## src/rtl/oc_wormhole_arbiter.sv

```systemverilog
// Wormhole output-channel allocator: round-robin grant across IN_N virtual channels,
// held from header to tail, with a stall watchdog that frees locks held by dead owners.
module oc_wormhole_arbiter #(
    parameter int IN_N      = 5,
    parameter int FLIT_W    = 10,
    parameter int TIMEOUT_W = 6
) (
    input  logic                     clk_i,
    input  logic                     rst_ni,
    input  logic [IN_N-1:0]          req_i,
    input  logic [IN_N-1:0]          tail_i,
    input  logic [IN_N-1:0]          vld_i,
    input  logic [IN_N*FLIT_W-1:0]   data_i,
    input  logic                     oc_rdy_i,
    output logic [IN_N-1:0]          grant_o,
    output logic [FLIT_W-1:0]        data_o,
    output logic                     vld_o,
    output logic                     busy_o,
    output logic                     err_o
);

    localparam int OW = (IN_N > 1) ? $clog2(IN_N) : 1;
    localparam logic [TIMEOUT_W-1:0] WD_MAX = '1;
    localparam logic [OW-1:0] RR_RST = OW'(IN_N - 1);
    localparam logic [IN_N-1:0] ONE_HOT0 = {{(IN_N-1){1'b0}}, 1'b1};

    typedef enum logic {ST_IDLE, ST_LOCKED} state_t;

    state_t               state_q, state_d;
    logic [OW-1:0]        owner_q, owner_d;
    logic [OW-1:0]        rr_q, rr_d;
    logic [IN_N-1:0]      grant_q, grant_d;
    logic [TIMEOUT_W-1:0] wdog_q, wdog_d;
    logic [OW-1:0]        win, arb_idx;
    logic                 win_vld;
    logic                 locked, xfer, timeout;
    logic [FLIT_W-1:0]    owner_flit;

    // Search upward from the slot after the last owner, wrapping at IN_N.
    always_comb begin
        win     = '0;
        win_vld = 1'b0;
        arb_idx = '0;
        for (int i = 1; i <= IN_N; i++) begin
            arb_idx = OW'((int'(rr_q) + i) % IN_N);
            if (!win_vld && req_i[arb_idx]) begin
                win     = arb_idx;
                win_vld = 1'b1;
            end
        end
    end

    assign locked     = (state_q == ST_LOCKED);
    assign xfer       = vld_i[owner_q] & oc_rdy_i;
    assign timeout    = locked & ~xfer & (wdog_q == WD_MAX);
    assign owner_flit = data_i[int'(owner_q)*FLIT_W +: FLIT_W];

    always_comb begin
        state_d = state_q;
        owner_d = owner_q;
        rr_d    = rr_q;
        grant_d = grant_q;
        wdog_d  = wdog_q;
        case (state_q)
            ST_IDLE: begin
                wdog_d = '0;
                if (win_vld) begin
                    state_d = ST_LOCKED;
                    owner_d = win;
                    grant_d = ONE_HOT0 << win;
                end
            end
            ST_LOCKED: begin
                if ((xfer && tail_i[owner_q]) || timeout) begin
                    state_d = ST_IDLE;
                    grant_d = '0;
                    rr_d    = owner_q;
                    wdog_d  = '0;
                end else if (xfer) begin
                    wdog_d = '0;
                end else if (wdog_q != WD_MAX) begin
                    wdog_d = wdog_q + 1'b1;
                end
            end
            default: begin
                state_d = ST_IDLE;
                grant_d = '0;
            end
        endcase
    end

    always_ff @(posedge clk_i or negedge rst_ni) begin
        if (!rst_ni) begin
            state_q <= ST_IDLE;
            owner_q <= '0;
            rr_q    <= RR_RST;
            grant_q <= '0;
            wdog_q  <= '0;
        end else begin
            state_q <= state_d;
            owner_q <= owner_d;
            rr_q    <= rr_d;
            grant_q <= grant_d;
            wdog_q  <= wdog_d;
        end
    end

    assign grant_o = grant_q;
    assign vld_o   = locked & xfer;
    assign data_o  = vld_o ? owner_flit : '0;
    assign busy_o  = locked;
    assign err_o   = timeout;

endmodule

```

## config.mk

```make
export PLATFORM = sky130hd
export DESIGN_NAME = oc_wormhole_arbiter
export DESIGN_NICKNAME = d
export VERILOG_FILES = /design/src/rtl/oc_wormhole_arbiter.sv
export SDC_FILE = /design/constraint.sdc
export NUM_CORES = 1
export LEC_CHECK = 0
export BUFFER_PORTS_ARGS = -buffer_cell sky130_fd_sc_hd__buf_2
export CAP_MARGIN = 10
export CORE_MARGIN = 1
export CORE_UTILIZATION = 50
export CTS_BUF_LIST = sky130_fd_sc_hd__clkbuf_2 sky130_fd_sc_hd__clkbuf_4 sky130_fd_sc_hd__clkbuf_8
export CTS_CLUSTER_SIZE = 24
export DETAILED_ROUTE_END_ITERATION = 12
export GPL_TIMING_DRIVEN = 0
export HOLD_SLACK_MARGIN = 0.05
export PLACE_DENSITY = 0.86
export SLEW_MARGIN = 30
export SYNTH_ARGS = -nofsm -noshare
export SYNTH_HDL_FRONTEND = slang
export SYNTH_SLANG_ARGS = --single-unit
```

## constraint.sdc

```tcl
create_clock -name clk_i -period 6.1 [get_ports clk_i]
set_clock_uncertainty 0.1 [all_clocks]
set_input_delay 0 -clock clk_i [delete_from_list [all_inputs] [get_ports clk_i]]
set_output_delay 0 -clock clk_i [all_outputs]
set_load 0.02 [all_outputs]
```

# Word level (Yosys, flattened, before mapping)
# Index checks and enable logic that the tools add are counted.
[word_totals]
output_inout_bits = 18
word_cells = 84
input_bits = 68
regBits = 18
[op_classes]
mul = 1
mux = 35
reduce_logical = 13
div = 5
n_lt_le_gt_ge = 6
n_addsub = 6
bitwise = 6
n_eq_ne = 5
n_shift = 2
[op_table]
columns = ["operator", "count"]
rows = [
  ["32-bit by 4-bit modulo with 32-bit output (second input constant)", 5],
  ["50-bit by 8-bit variable part select with 10-bit output", 1],
  ["3-bit by 4-bit less-than comparator with 1-bit output (second input constant)", 6],
  ["1-bit binary-select mux with 3-bit select", 7],
  ["6-bit two-way mux", 3],
  ["3-bit two-way mux", 5],
  ["1-bit two-way mux", 14],
  ["6-bit case mux with 2 select lines", 1],
  ["10-bit two-way mux", 1],
  ["5-bit two-way mux", 2],
  ["5-bit case mux with 2 select lines", 1],
  ["3-bit by 2-bit adder with 4-bit output (second input constant)", 2],
  ["3-bit by 3-bit adder with 4-bit output (second input constant)", 2],
  ["6-bit by 1-bit adder with 6-bit output (second input constant)", 1],
  ["6-bit == test (second input constant)", 1],
  ["3-bit by 3-bit multiplier with 6-bit output (second input constant)", 1],
  ["6-bit != test (second input constant)", 1],
  ["2-bit AND reduction", 3],
  ["1-bit logical AND", 5],
  ["1-bit by 3-bit << shifter with 5-bit output (first input constant)", 1],
  ["3-bit by 1-bit adder with 4-bit output (second input constant)", 1],
  ["1-bit AND", 4],
  ["1-bit logical NOT", 4],
  ["4-bit by 1-bit != test with 1-bit output (second input constant)", 1],
  ["5 further kinds", 6],
]

# Logic depth before layout (Yosys ltp)
[depth]
ltp_word = 20
ltp_mapped = 18
depth_no_buf = 18

# Worst setup path after synthesis
# No wires, ideal clock.
[synth_path]
path_kind = "flip-flop to flip-flop"
start = "register rr_q[0]"
end = "register grant_q[0] (netlist: grant_o[0])"
t_required_ps = 5905
period_less_slack_ps = 4426
path_buffers = 1
stages_incl_launch_ff = 17
t_arrival_ps = 4230
setup_slack_ps = 1674
setup_time_ps = 95
path_cell_list = "dfrtp_1 > inv_1 > buf_1 > ha_1 > ha_1 > nor3_1 > nor2_1 > xnor2_1 > ha_1 > nor2b_1 > o22ai_1 > a221oi_4 > and4b_1 > a211oi_2 > nor3_2 > a221o_1 > o31ai_1"
[synth_between]
elab_chain_cells = 20
word_cells_on_any_way = 43
cone_classes = "add/sub: 5; div: 5; eq/ne: 1; shift: 1; mux: 22; reduce/logical: 9"
[synth_rtl]
columns = ["item", "line_no", "rtl"]
rows = [
  ["from (decl)", "31", "logic [OW-1:0] rr_q, rr_d;"],
  ["from (signal assigned)", "102", "rr_q <= rr_d;"],
  ["3-bit by 1-bit adder with 4-bit output", "45", "arb_idx = OW'((int'(rr_q) + i) % IN_N);"],
  ["32-bit by 4-bit modulo with 32-bit output", "45", ""],
  ["1-bit binary-select mux with 3-bit select", "46", "if (!win_vld && req_i[arb_idx]) begin"],
  ["1-bit two-way mux (not written as such)", "46", ""],
  ["1-bit two-way mux", "46", ""],
  ["1-bit logical NOT", "46", ""],
  ["1-bit logical AND", "46", ""],
  ["1-bit two-way mux", "46", ""],
  ["(+4 left out)", "--", ""],
  ["1-bit logical AND", "46", ""],
  ["1-bit two-way mux", "46", ""],
  ["1-bit logical NOT", "46", ""],
  ["1-bit logical AND", "46", ""],
  ["3-bit two-way mux", "46", ""],
  ["1-bit by 3-bit << shifter with 5-bit output", "70", "grant_d = ONE_HOT0 << win;"],
  ["5-bit two-way mux", "67", "if (win_vld) begin"],
  ["5-bit case mux with 2 select lines", "64", "case (state_q)"],
  ["to (signal assigned)", "103", "grant_q <= grant_d;"],
  ["to (decl)", "32", "logic [IN_N-1:0] grant_q, grant_d;"],
]
# Parallel ways exist; a longest one is shown, timed or not. The select of a mux whose other input is x is not followed.
# A chain may end at the register's enable or synchronous reset.

# Worst setup path after layout
[layout_path]
start = "register rr_q[0]"
end = "register grant_q[1] (netlist: grant_o[1])"
# The elaborated chain is that of the path after synthesis.

==> impl_metrics.json <==
{
  "drc": 0,
  "cts_tree": "done",
  "ys_ff_latch": 18,
  "finalSetupTns_ns": 0,
  "grt_pass1_wl_mm": 14.2,
  "die_y_um": 81.8,
  "final_antenna_net_count": 0,
  "numCtsBuffers": 3,
  "tightest_slew_ns": 0.744,
  "fin_crit_sh_pct": 88.8,
  "drive_above_1_share_pct": 28.6,
  "crit_path_start_kind": "flip-flop",
  "synthArstFlopShare_pct": 100,
  "layout_commonest_cell": "buf_2",
  "via_count": 3444,
  "first_pass_iters": 6,
  "layout_common_cells": "89 x buf_2, 35 x nor2_1, 31 x nand2_1",
  "layout_min_cycle_time_ns": 5.42,
  "ys_types": 84,
  "clock_path_buffers": 2,
  "dpl.hpwl_mm": 7.18,
  "hold_viol": 0,
  "design.core.area_um2": 6030,
  "fp.dieArea_um2": 6690,
  "port_buffers": 85,
  "fin_nets": 569,
  "cap_violations": 0,
  "wl_mm": 9.09,
  "drt_iter0_markers": 293,
  "fmax_mhz": 185,
  "critPathBufInv": 2,
  "cts_setup_buffers": 0,
  "holdCritPathClass": "in -> async",
  "wl_per_cell_um": 16.6,
  "path_clk_slew_ns": 0.07,
  "clk_latency_ns": 0.26,
  "reg2reg_setup_slack_ns": 0.68,
  "dominantRegCellSynth": "dfrtp_1",
  "clkSinkCount": 18,
  "cp_max_fo": 13,
  "yosysSeqAreaShare_pct": 14.2,
  "critPathArrivalTime_ns": 5.44,
  "slew_headroom_pct": 50.4,
  "crit_family": "compound AO/OA/AOI/OAI gates",
  "htree_levels": 1,
  "syn_area_per_cell_um2": 8.35,
  "cp_common_cell": "ha_1",
  "rsz0062_at_grt": "no",
  "antenna_found_initial": 0,
  "syn_area_um2": 3180,
  "endpoint_kind": "flip-flop",
  "setup_viol_count_final": 0,
  "worstPathRequired_ns": 6.12,
  "cts-root-buf": "clkbuf_8",
  "vias_per_cell": 6.30,
  "gp_congestion": 0.893,
  "outcome": "completed",
  "cp_slowest_cell": "a221oi_1",
  "slowest_delay_ns": 0.56,
  "path_cells": "inv_1, buf_1, ha_1, ha_1, nor3_1, nor2_1, xnor2_1, ha_1, nor2b_1, o22ai_1, nor4_1, a221oi_4, o211a_1, a211oi_2, nor3_2, a221oi_1, o31ai_1",
  "grt_start_max_net_pins": 19,
  "grt_pass1_vias": 3118,
  "rows": 28,
  "antenna_cells": 0,
  "die_w_um": 81.8,
  "yosysWarnings": 0,
  "overflow": 0,
  "groute.usage.overall_pct": 27.0,
  "crit_type": "reg -> reg",
  "synth_nets": 477,
  "start_util_pct": 52.8,
  "synth_edf_count": 0,
  "slew_violations": 0,
  "ios": 86,
  "area_delta_synth_final_pct": 18.7,
  "netlist_instances": 381
}
-- through the flow --
step | instance area, µm² | worst slack, ns | utilization (%) | std cells | hold slack (ns)
floorplan | 3180 | 1.67 | - | 381 | -0.396
CTS | 3780 | 0.826 | 62.7 | 547 | 0.111
detailed placement | 3700 | 0.898 | 61.4 | 541 | -0.153
finish | 3780 | 0.683 | 62.7 | 547 | 0.137
global route | 3780 | 0.271 | 62.7 | 547 | 0.154
global placement | 3700 | 0.937 | 61.4 | 541 | -0.160
-- final cells by class --
type,instances,area (µm²)
buffer,20,106
fill,525,2250
inverter,29,109
clock buffer,4,55.1
sequential,18,452
timing repair buffer,87,445
tap,75,93.8
multi-input combinational,314,2520
-- path summary, 6_finish.rpt --
path,from,end,depth (start not counted)
worst max-delay path,rr_q[0],grant_o[1],17
worst min-delay path,rst_ni,grant_o[2],2
worst max register to register,rr_q[0],grant_o[1],17
worst min register to register,wdog_q[0],wdog_q[0],1
max in group asynchronous,rst_ni,rr_q[2],2
min in group clk_i,vld_i[4],wdog_q[4],5
-- worst reg2reg max path, cell delays in order, from the launching register on --
cell      delay, ns
dfrtp_1        0.52
inv_1          0.24
buf_1          0.52
ha_1           0.42
ha_1           0.31
nor3_1         0.26
nor2_1         0.08
xnor2_1        0.24
ha_1           0.28
nor2b_1        0.30
o22ai_1        0.14
nor4_1         0.42
a221oi_4       0.11
o211a_1        0.21
a211oi_2       0.27
nor3_2         0.12
a221oi_1       0.56
o31ai_1        0.16
-- layer usage --
metal | wire length [µm] | track usage [%] | up-vias | share of wire (%)
met5 | 0 | 0 | - | 0
li1 | - | - | 1626 | -
met4 | 137 | 5.61 | 0 | 1.5
met2 | 4650 | 46.4 | 124 | 51
met1 | 3900 | 36.2 | 1677 | 43
met3 | 413 | 3.22 | 17 | 4.5
-- cells in the mapped netlist (2+ instances only) --
cell type / instances / area share (%)
a21oi_1: 26 / 4.1
a211o_1: 3 / 0.83
o22ai_1: 4 / 0.79
a22oi_1: 11 / 2.6
or2_1: 2 / 0.39
o21ai_0: 9 / 1.4
o211ai_1: 4 / 0.94
o21a_1: 2 / 0.47
mux4_2: 13 / 9.2
a22o_1: 4 / 1.1
o211a_1: 3 / 0.94
nand4_1: 3 / 0.59
and3_1: 2 / 0.39
o21bai_1: 2 / 0.47
a221o_1: 2 / 0.63
a211oi_2: 3 / 1.2
dfrtp_1: 17 / 13
a21o_1: 6 / 1.4
and3b_1: 2 / 0.55
nand2_1: 31 / 3.7
nor3_1: 11 / 1.7
mux2i_1: 6 / 1.9
buf_1: 3 / 0.35
o21ai_1: 4 / 0.63
nand2b_1: 8 / 1.6
o2111a_1: 2 / 0.71
inv_2: 3 / 0.35
or3_1: 3 / 0.59
nor4_1: 6 / 1.2
buf_2: 4 / 0.63
buf_6: 3 / 1.1
xnor2_1: 10 / 2.8
nor2_1: 35 / 4.1
a31oi_1: 5 / 0.98
nand3_1: 11 / 1.7
clkbuf_1: 9 / 1.1
o31ai_1: 5 / 1.2
ha_1: 27 / 11
xnor2_2: 2 / 1.0
and4b_1: 2 / 0.63
o221a_1: 2 / 0.71
o32ai_1: 2 / 0.55
a211oi_1: 3 / 0.71
inv_1: 26 / 3.1
-- kinds of logic after synthesis --
logic type / after synthesis / synth area share [%]
simple gates: 129 / 21.0
buf+inv: 49 / 6.76
fa+ha+maj: 28 / 11.2
compound gates: 123 / 30.8
mux: 20 / 11.4
flops: 18 / 14.2
xor+xnor: 14 / 4.56
-- state kept, by name (all words and copies together) (netlist names) --
signal	flops
grant_o	5
rr_q	3
busy_o	1
owner_q	3
wdog_q	6
-- what timing repair did --
action	4_1_cts	5_1_grt
hold buffers	2	0
endpoints found under the hold margin	24	0
gates resized for setup	0	0
Power is left out: the tool's default activity adds up to more than one toggle a clock period on the data nets, which glitch-free logic cannot reach.
